==> src/rtl/modexp_engine.sv <==
// Sequential 8-bit modular exponentiation (base^exponent mod modulus) using square-and-multiply.
// Define MODEXP_SKIPZERO_EN to skip the multiply step for zero exponent bits (data-dependent timing).

module wallace_mul8 (
  input  logic [7:0]  i_a,
  input  logic [7:0]  i_b,
  output logic [15:0] o_p
);
  logic [15:0] w_pp [8];
  logic [15:0] w_s, w_c, w_t;

  // Partial products are folded through 3:2 compressors; one carry-propagate add at the end.
  always_comb begin
    for (int j = 0; j < 8; j++) w_pp[j] = i_b[j] ? ({8'h00, i_a} << j) : 16'h0000;
    w_s = w_pp[0];
    w_c = w_pp[1];
    w_t = 16'h0000;
    for (int j = 2; j < 8; j++) begin
      w_t = w_s ^ w_c ^ w_pp[j];
      w_c = ((w_s & w_c) | (w_s & w_pp[j]) | (w_c & w_pp[j])) << 1;
      w_s = w_t;
    end
    o_p = w_s + w_c;
  end
endmodule

module modexp_engine (
  input  logic       clk,
  input  logic       rst,
  input  logic       start,
  input  logic [7:0] base,
  input  logic [7:0] exponent,
  input  logic [7:0] modulus,
  output logic       busy,
  output logic       done,
  output logic       err,
  output logic [7:0] result
);
  typedef enum logic [1:0] {IDLE, MUL, RED, FIN} state_t;
  typedef enum logic [1:0] {PH_PRE, PH_SQ, PH_ML} phase_t;

  state_t      r_state, w_next;
  phase_t      r_phase;
  logic [7:0]  r_base, r_base_r, r_exp, r_mod, r_acc, r_rem, r_result;
  logic [15:0] r_prod;
  logic [3:0]  r_k;
  logic [2:0]  r_i;
  logic        r_err;

  logic [7:0]  w_x, w_y;
  logic [15:0] w_prod;
  logic [8:0]  w_t, w_diff;
  logic [7:0]  w_rem_n;
  logic        w_bit, w_skip, w_to_fin;

  assign w_bit = r_exp[r_i];
`ifdef MODEXP_SKIPZERO_EN
  assign w_skip = (r_phase == PH_SQ) && !w_bit;
`else
  assign w_skip = 1'b0;
`endif
  assign w_to_fin = ((r_phase == PH_ML) || w_skip) && (r_i == 3'd0);

  // ML always multiplies (by 1 for a zero bit) so the schedule stays operand-independent.
  always_comb begin
    w_x = r_acc;
    w_y = r_acc;
    case (r_phase)
      PH_PRE:  begin w_x = r_base; w_y = 8'd1; end
      PH_ML:   w_y = w_bit ? r_base_r : 8'd1;
      default: ;
    endcase
  end

  wallace_mul8 u_mul (.i_a(w_x), .i_b(w_y), .o_p(w_prod));

  // One restoring-division step; rem < m keeps t - m within 8 bits.
  assign w_t     = {r_rem, r_prod[r_k]};
  assign w_diff  = w_t - {1'b0, r_mod};
  assign w_rem_n = (w_t >= {1'b0, r_mod}) ? w_diff[7:0] : w_t[7:0];

  always_ff @(posedge clk) begin
    if (rst) r_state <= IDLE;
    else     r_state <= w_next;
  end

  // NOTE: every always_comb output gets a default first so no path leaves it unassigned (no latch).
  always_comb begin
    w_next = r_state;
    case (r_state)
      IDLE: if (start) w_next = (modulus == 8'd0) ? FIN : MUL;
      MUL:  w_next = RED;
      RED:  if (r_k == 4'd0) w_next = w_to_fin ? FIN : MUL;
      FIN:  w_next = IDLE;
      default: w_next = IDLE;
    endcase
  end

  always_comb begin
    busy   = (r_state == MUL) || (r_state == RED);
    done   = (r_state == FIN);
    err    = r_err;
    result = r_result;
  end

  // NOTE: sequential state uses non-blocking assignments so all registers update from pre-edge values.
  always_ff @(posedge clk) begin
    if (rst) begin
      r_phase  <= PH_PRE;
      r_base   <= 8'd0;
      r_base_r <= 8'd0;
      r_exp    <= 8'd0;
      r_mod    <= 8'd0;
      r_acc    <= 8'd0;
      r_rem    <= 8'd0;
      r_result <= 8'd0;
      r_prod   <= 16'd0;
      r_k      <= 4'd0;
      r_i      <= 3'd0;
      r_err    <= 1'b0;
    end else begin
      case (r_state)
        IDLE: if (start) begin
          r_base  <= base;
          r_exp   <= exponent;
          r_mod   <= modulus;
          r_acc   <= 8'd1;
          r_i     <= 3'd7;
          r_phase <= PH_PRE;
          r_err   <= (modulus == 8'd0);
          if (modulus == 8'd0) r_result <= 8'd0;
        end
        MUL: begin
          r_prod <= w_prod;
          r_rem  <= 8'd0;
          r_k    <= 4'd15;
        end
        RED: begin
          r_rem <= w_rem_n;
          r_k   <= r_k - 4'd1;
          if (r_k == 4'd0) begin
            case (r_phase)
              PH_PRE: begin
                r_base_r <= w_rem_n;
                r_phase  <= PH_SQ;
              end
              PH_SQ: begin
                r_acc <= w_rem_n;
                if (!w_skip)            r_phase  <= PH_ML;
                else if (r_i == 3'd0)   r_result <= w_rem_n;
                else                    r_i      <= r_i - 3'd1;
              end
              default: begin
                r_acc <= w_rem_n;
                if (r_i == 3'd0) r_result <= w_rem_n;
                else begin
                  r_i     <= r_i - 3'd1;
                  r_phase <= PH_SQ;
                end
              end
            endcase
          end
        end
        default: ;
      endcase
    end
  end
endmodule

==> config.mk <==
export PLATFORM = sky130hd
export DESIGN_NAME = modexp_engine
export DESIGN_NICKNAME = d
export VERILOG_FILES = /design/src/rtl/modexp_engine.sv
export SDC_FILE = /design/constraint.sdc
export NUM_CORES = 1
export LEC_CHECK = 0
export ABC_AREA = 1
export CORE_MARGIN = 2
export CORE_UTILIZATION = 50
export CTS_BUF_LIST = sky130_fd_sc_hd__clkbuf_16
export DETAILED_ROUTE_END_ITERATION = 8
export PLACE_DENSITY = 0.7
export SETUP_SLACK_MARGIN = 0.02
export SYNTH_ARGS = -nofsm -noshare
export SYNTH_HDL_FRONTEND = slang
export SYNTH_HIERARCHICAL = 1
export SYNTH_SLANG_ARGS = --single-unit
==> constraint.sdc <==
create_clock -name clk -period 8.1 [get_ports clk]
set_input_delay 0.81 -clock clk [delete_from_list [all_inputs] [get_ports clk]]
set_output_delay 0.81 -clock clk [all_outputs]
set_load 0.1 [all_outputs]
# == Yosys cells after proc, flatten, opt, wreduce, memory -nomap -nowiden ==
# Index checks and enable logic that the tools add are counted.
# totals
reg_bits,84
wordCells,135
input_bits,27
output_inout_bits,11
# op_classes
n_bitwise,42
addsub,4
reduce_logical,17
n_mux,43
eq_ne,13
n_lt_le_gt_ge,3
# ops
cell,n
AND 15 bit,16
bitwise OR 15 bit,12
XOR 16 bit,7
2-to-1 mux 8 bit,12
one-hot mux 8 bit (2 select lines),4
AND 15 x 14 -> 15 bit,2
adder 16 bit,1
XOR 16 x 10 -> 16 bit,1
XOR 16 x 11 -> 16 bit,1
XOR 16 x 12 -> 16 bit,1
XOR 16 x 13 -> 16 bit,1
XOR 16 x 14 -> 16 bit,1
2-to-1 mux 15 bit,1
2-to-1 mux 14 bit,1
2-to-1 mux 2 bit,7
2-to-1 mux 13 bit,1
2-to-1 mux 12 bit,1
2-to-1 mux 3 bit,4
inequality test 2 bit (second input constant),6
2-to-1 mux 11 bit,1
2-to-1 mux 10 bit,1
>= comparator 9 x 8 -> 1 bit,1
2-to-1 mux 9 bit,1
zero test 8 bit,1
other kinds (28),37

# == Depth between registers and ports, before layout ==
# logic_depth
word_depth,24
mapped_depth,29
ltp_nobuf,28

# == Cells and area by module ==
# Netlist, hierarchy kept.
# by_module_without_submodules
module,n_inst,seq_area_each_um2,area_per_inst_um2,cells_each
modexp_engine,1,1681.6,4381.7,636
wallace_mul8,1,0.0,1775.5,238

# == Worst setup path after synthesis ==
# OpenSTA, ideal clock, no wires.
# synth_path
path_kind,register to register
start,register r_i[0]
end,register r_prod[15]
setup_time_ns,0.116
required_time_ns,7.984
period_less_slack_ns,5.541
n_path_buf,1
stages_incl_launch_ff,26
arrival_ns,5.425
slack_ns,2.559
cell_sequence,dfxtp_1 > inv_1 > nor2_1 > o211ai_1 > o21a_1 > nand3_1 > o21ai_0 > clkbuf_1 > nand2_1 > fa_1 > fa_1 > fa_1 > fa_1 > fa_1 > fa_1 > inv_1 > ha_1 > fa_1 > nand2_1 > nand2_1 > nand3b_4 > nand2_1 > nand2_1 > nand2_1 > nor2_1 > nor2_1
# synth_between
elab_chain_len,24
elab_cells_between_ends,55
cone_classes,1 x add/sub; 12 x mux; 42 x bitwise
# synth_rtl
item,line_no,text
start: declaration,47,logic [2:0] r_i;
start signal: assignment,151,else r_i <= r_i - 3'd1;
start signal: assignment,157,r_i <= r_i - 3'd1;
binary-select mux 1 bit (select 3 bit) *,56,assign w_bit = r_exp[r_i];
2-to-1 mux 1 bit (not written as such) *,56,
2-to-1 mux 8 bit *,70,PH_ML: w_y = w_bit ? r_base_r : 8'd1;
one-hot mux 8 bit (2 select lines) *,68,case (r_phase)
named net w_y[2],50,"logic [7:0] w_x, w_y;"
2-to-1 mux 10 bit *,14,"for (int j = 0; j < 8; j++) w_pp[j] = i_b[j] ? ({8'h00, i_a} << j) : 16'h0000;"
AND 15 bit,20,w_c = ((w_s & w_c) | (w_s & w_pp[j]) | (w_c & w_pp[j])) << 1;
bitwise OR 15 bit (2 in series),20,
[... 6 more ...],n/a,
AND 15 bit,20,
bitwise OR 15 bit (2 in series),20,
AND 15 bit,20,
bitwise OR 15 bit (2 in series),20,
AND 15 bit,20,
bitwise OR 15 bit (2 in series),20,
adder 16 bit *,23,o_p = w_s + w_c;
named net w_prod[15],51,logic [15:0] w_prod;
end signal: assignment,134,r_prod <= w_prod;
end: declaration,45,logic [15:0] r_prod;
# Mark *: on every way through the listed nets, which the timed path passes. The rest lies on a longest branch. The select of a mux whose other input is x is not followed.
# A chain may end at the register's enable or synchronous reset.

# == Final worst setup path ==
# Same ends and word-level chain as after synthesis.

==> impl_metrics.ini <==
[yosys]
syn-cell-area_um2 = 6160
synth_xor_area_frac = 0.0114
synthAdderAreaFrac = 0.207
synth.area.mux_share = 0
ys_warn_count = 6
yosys.area_share.simple = 0.273
synth-seq-area-share = 0.273
synth_nets = 977
synth_compound_area_frac = 0.125
synth_top_family_by_area = simple AND/OR/NAND/NOR gates
synth_seq_cells = 84
synthCells = 874
synth_area_per_cell_um2 = 7.04
synth_cell_types = 44

[place]
dpl.hpwl_um = 9840
dpl_worst_slack_ns = 2.06
port_buffers = 37
gp_congestion = 0.849

[cells_and_area]
antennaDiodeCount = 0
multi_input_area_um2 = 3800
area_growth_pct = 11.2
drive_above_1_share = 0.0617
fin_util = 0.570
regArea_um2 = 1680
fill_cells = 1166
fin_nets = 989

[clocking]
cts_tree = built
numCtsBuffers = 9
clk_latency_ns = 0.34
clock-sinks = 84
clk_pin_slew_ns = 0.06
cts_setup_buffers = 0
htreeDepth = 3
cts_resized = 0
clock_path_buffers = 2
ctsHoldBuffers = 0
cts_root_buf = clkbuf_16

[timing]
tightest_slew_ns = 1.08
finalHoldViolCount = 0
fmax_mhz = 165
finalCriticalPeriod_ns = 6.08
final.setup_skew_ns = 0.00655
tns_ns = 0
maxSlewViolCount = 0
grt_setup_unrepaired = no
worst_slack_ns = 2.02
period_share = 0.750
slew_headroom = 0.283
setup_violations = 0

[setup_path]
worstPathRequired_ns = 8.34
r2r_slack_ns = 2.02
cp_max_fo = 8
r2r-end = r_prod[15]
arrival_ns = 6.31
critical_path_class = reg -> reg
worst-r2r-cell-count = 24
startpoint = r_i[0]
endpoint_kind = flop
reg2reg_from = r_i[0]
cp-start-kind = flop

[drt]
vias_per_cell = 5.02
drtIter0Drc = 341
wl_per_cell_um = 12.5
vias = 5215
drt-total-wl_um = 13000
drt.antenna.violating_nets = 0
drt-pass1-iter-count = 4
remaining_drc_errors = 0

[min_path]
worstHoldStart = r_mod[5]
hold-path-endpoint = r_mod[5]
holdPathStages = 2
min_path_type = reg -> reg

[floorplan]
start_util = 0.513
io_pins = 38
coreArea_um2 = 12000
dieArea_um2 = 13200
die_h_um = 115
rows = 40
die_w_um = 115

[outcome]
outcome = complete, no violations

[job]
maxCapViolCount = 0

[power]
total_power_mw = 2.23
peakVddDrop_v = 0.000247
p_leak_nw = 3.26
p_per_area_nw_per_um2 = 326

[global_routing]
grt_pass1_vias = 5005
grt_pass1_wl_um = 23100
grt_max_degree = 65
gr-total-overflow = 0
grt_use_total = 0.217
antenna_found_initial = 0
-- sequential cells by signal, summed over array words and instances, names as in the netlist --
name / flops
err: 1
r_acc: 8
r_exp: 8
result: 8
r_state: 2
r_mod: 8
r_base_r: 8
r_phase: 2
r_i: 3
r_rem: 8
r_base: 8
r_prod: 16
r_k: 4
-- kinds of logic (layout without fill, tap and decap cells) --
group,Yosys count,in the layout
simple gates,387,387
buf+inv,176,193
compound gates,143,143
flops,84,84
fa+ha+maj,76,76
xor+xnor,8,8
-- layer usage --
layer	global-route usage	vias to the layer above	share of wire	wire, µm
met5	0	-	0	0
met4	0.0602	0	0.013	174
li1	-	2740	-	-
met1	0.300	2376	0.50	6460
met2	0.345	86	0.45	5820
met3	0.0464	13	0.041	527
-- power by group --
part | total, mW | leakage [nW] | internal [mW] | switching, mW
logic | 1.22 | 2.43 | 0.384 | 0.838
clock network | 0.382 | 0.138 | 0.209 | 0.173
registers | 0.626 | 0.691 | 0.538 | 0.0873
total | 2.23 | 3.26 | 1.13 | 1.10
-- through the flow --
| stage | cells | hold WS, ns | area, µm² |
|---|---|---|---|
| after floorplan | 874 | 0.435 | 6160 |
| after global placement | 1022 | 0.454 | 6570 |
| after detailed placement | 1022 | 0.458 | 6570 |
| after CTS | 1038 | 0.468 | 6850 |
| after global routing | 1038 | 0.489 | 6850 |
| final | 1038 | 0.465 | 6850 |
-- worst max-delay path by stage --
stage | end | slack, ns | cells after the start
floorplan | r_prod[15] | 2.56 | 25
global placement | r_prod[15] | 2.17 | 24
detailed placement | r_prod[15] | 2.06 | 24
CTS | r_prod[15] | 2.02 | 24
global route | r_prod[13] | 1.59 | 24
finish | r_prod[15] | 2.02 | 24
-- Yosys cell counts (all sizes together) --
library cell,number,share of area
a211oi,1,0.0012
a21boi,1,0.0012
a21o,1,0.0012
a21oi,45,0.041
a31oi,5,0.0051
buf,7,0.0065
clkbuf,32,0.020
clkinv,5,0.0039
dfxtp,84,0.27
fa,43,0.14
ha,33,0.067
inv,132,0.080
nand2,216,0.14
nand3,51,0.044
nand3b,2,0.0045
nand4,4,0.0041
nor2,109,0.070
nor3,3,0.0051
o211ai,2,0.0024
o21a,1,0.0012
o21ai,85,0.070
o22ai,1,0.0010
o311ai,1,0.0014
or2,2,0.0028
xnor2,4,0.0057
xor2,4,0.0057
-- worst max-delay path: stages, from the launching register on --
cell and delay, ns:
dfxtp_1 0.36, inv_1 0.17, nor2_1 0.06, o211ai_1 0.18, o21a_1 0.35, nand3_1 0.10
o21ai_0 0.34, nand2_1 0.17, fa_1 0.59, fa_1 0.43, fa_1 0.51, fa_1 0.43
fa_1 0.48, fa_1 0.55, inv_1 0.04, ha_1 0.19, fa_1 0.41, nand2_1 0.08
nand2_1 0.10, nand3b_4 0.09, nand2_1 0.07, nand2_1 0.06, nand2_1 0.04, nor2_1 0.10
nor2_1 0.06
-- final cells by class --
class / count / share of cell area
inverter: 137 / 0.0758
sequential: 84 / 0.246
clock inverter: 7 / 0.00713
clock buffer: 9 / 0.0329
multi-input combinational: 614 / 0.554
timing repair buffer: 40 / 0.0574
tap: 147 / 0.0269
-- cell usage in the layout, fill, tap and decap left out, types with 5 or more instances in the layout --
cell             instances
nand2_1                198
inv_1                  128
nor2_1                 106
dfxtp_1                 84
o21ai_0                 83
nand3_1                 49
fa_1                    43
a21oi_1                 42
clkdlybuf4s50_1         37
ha_1                    33
nand2_2                 16
clkbuf_16                9
clkinv_1                 5
a31oi_1                  5
Note: power is estimated with default switching activity, not from simulation.
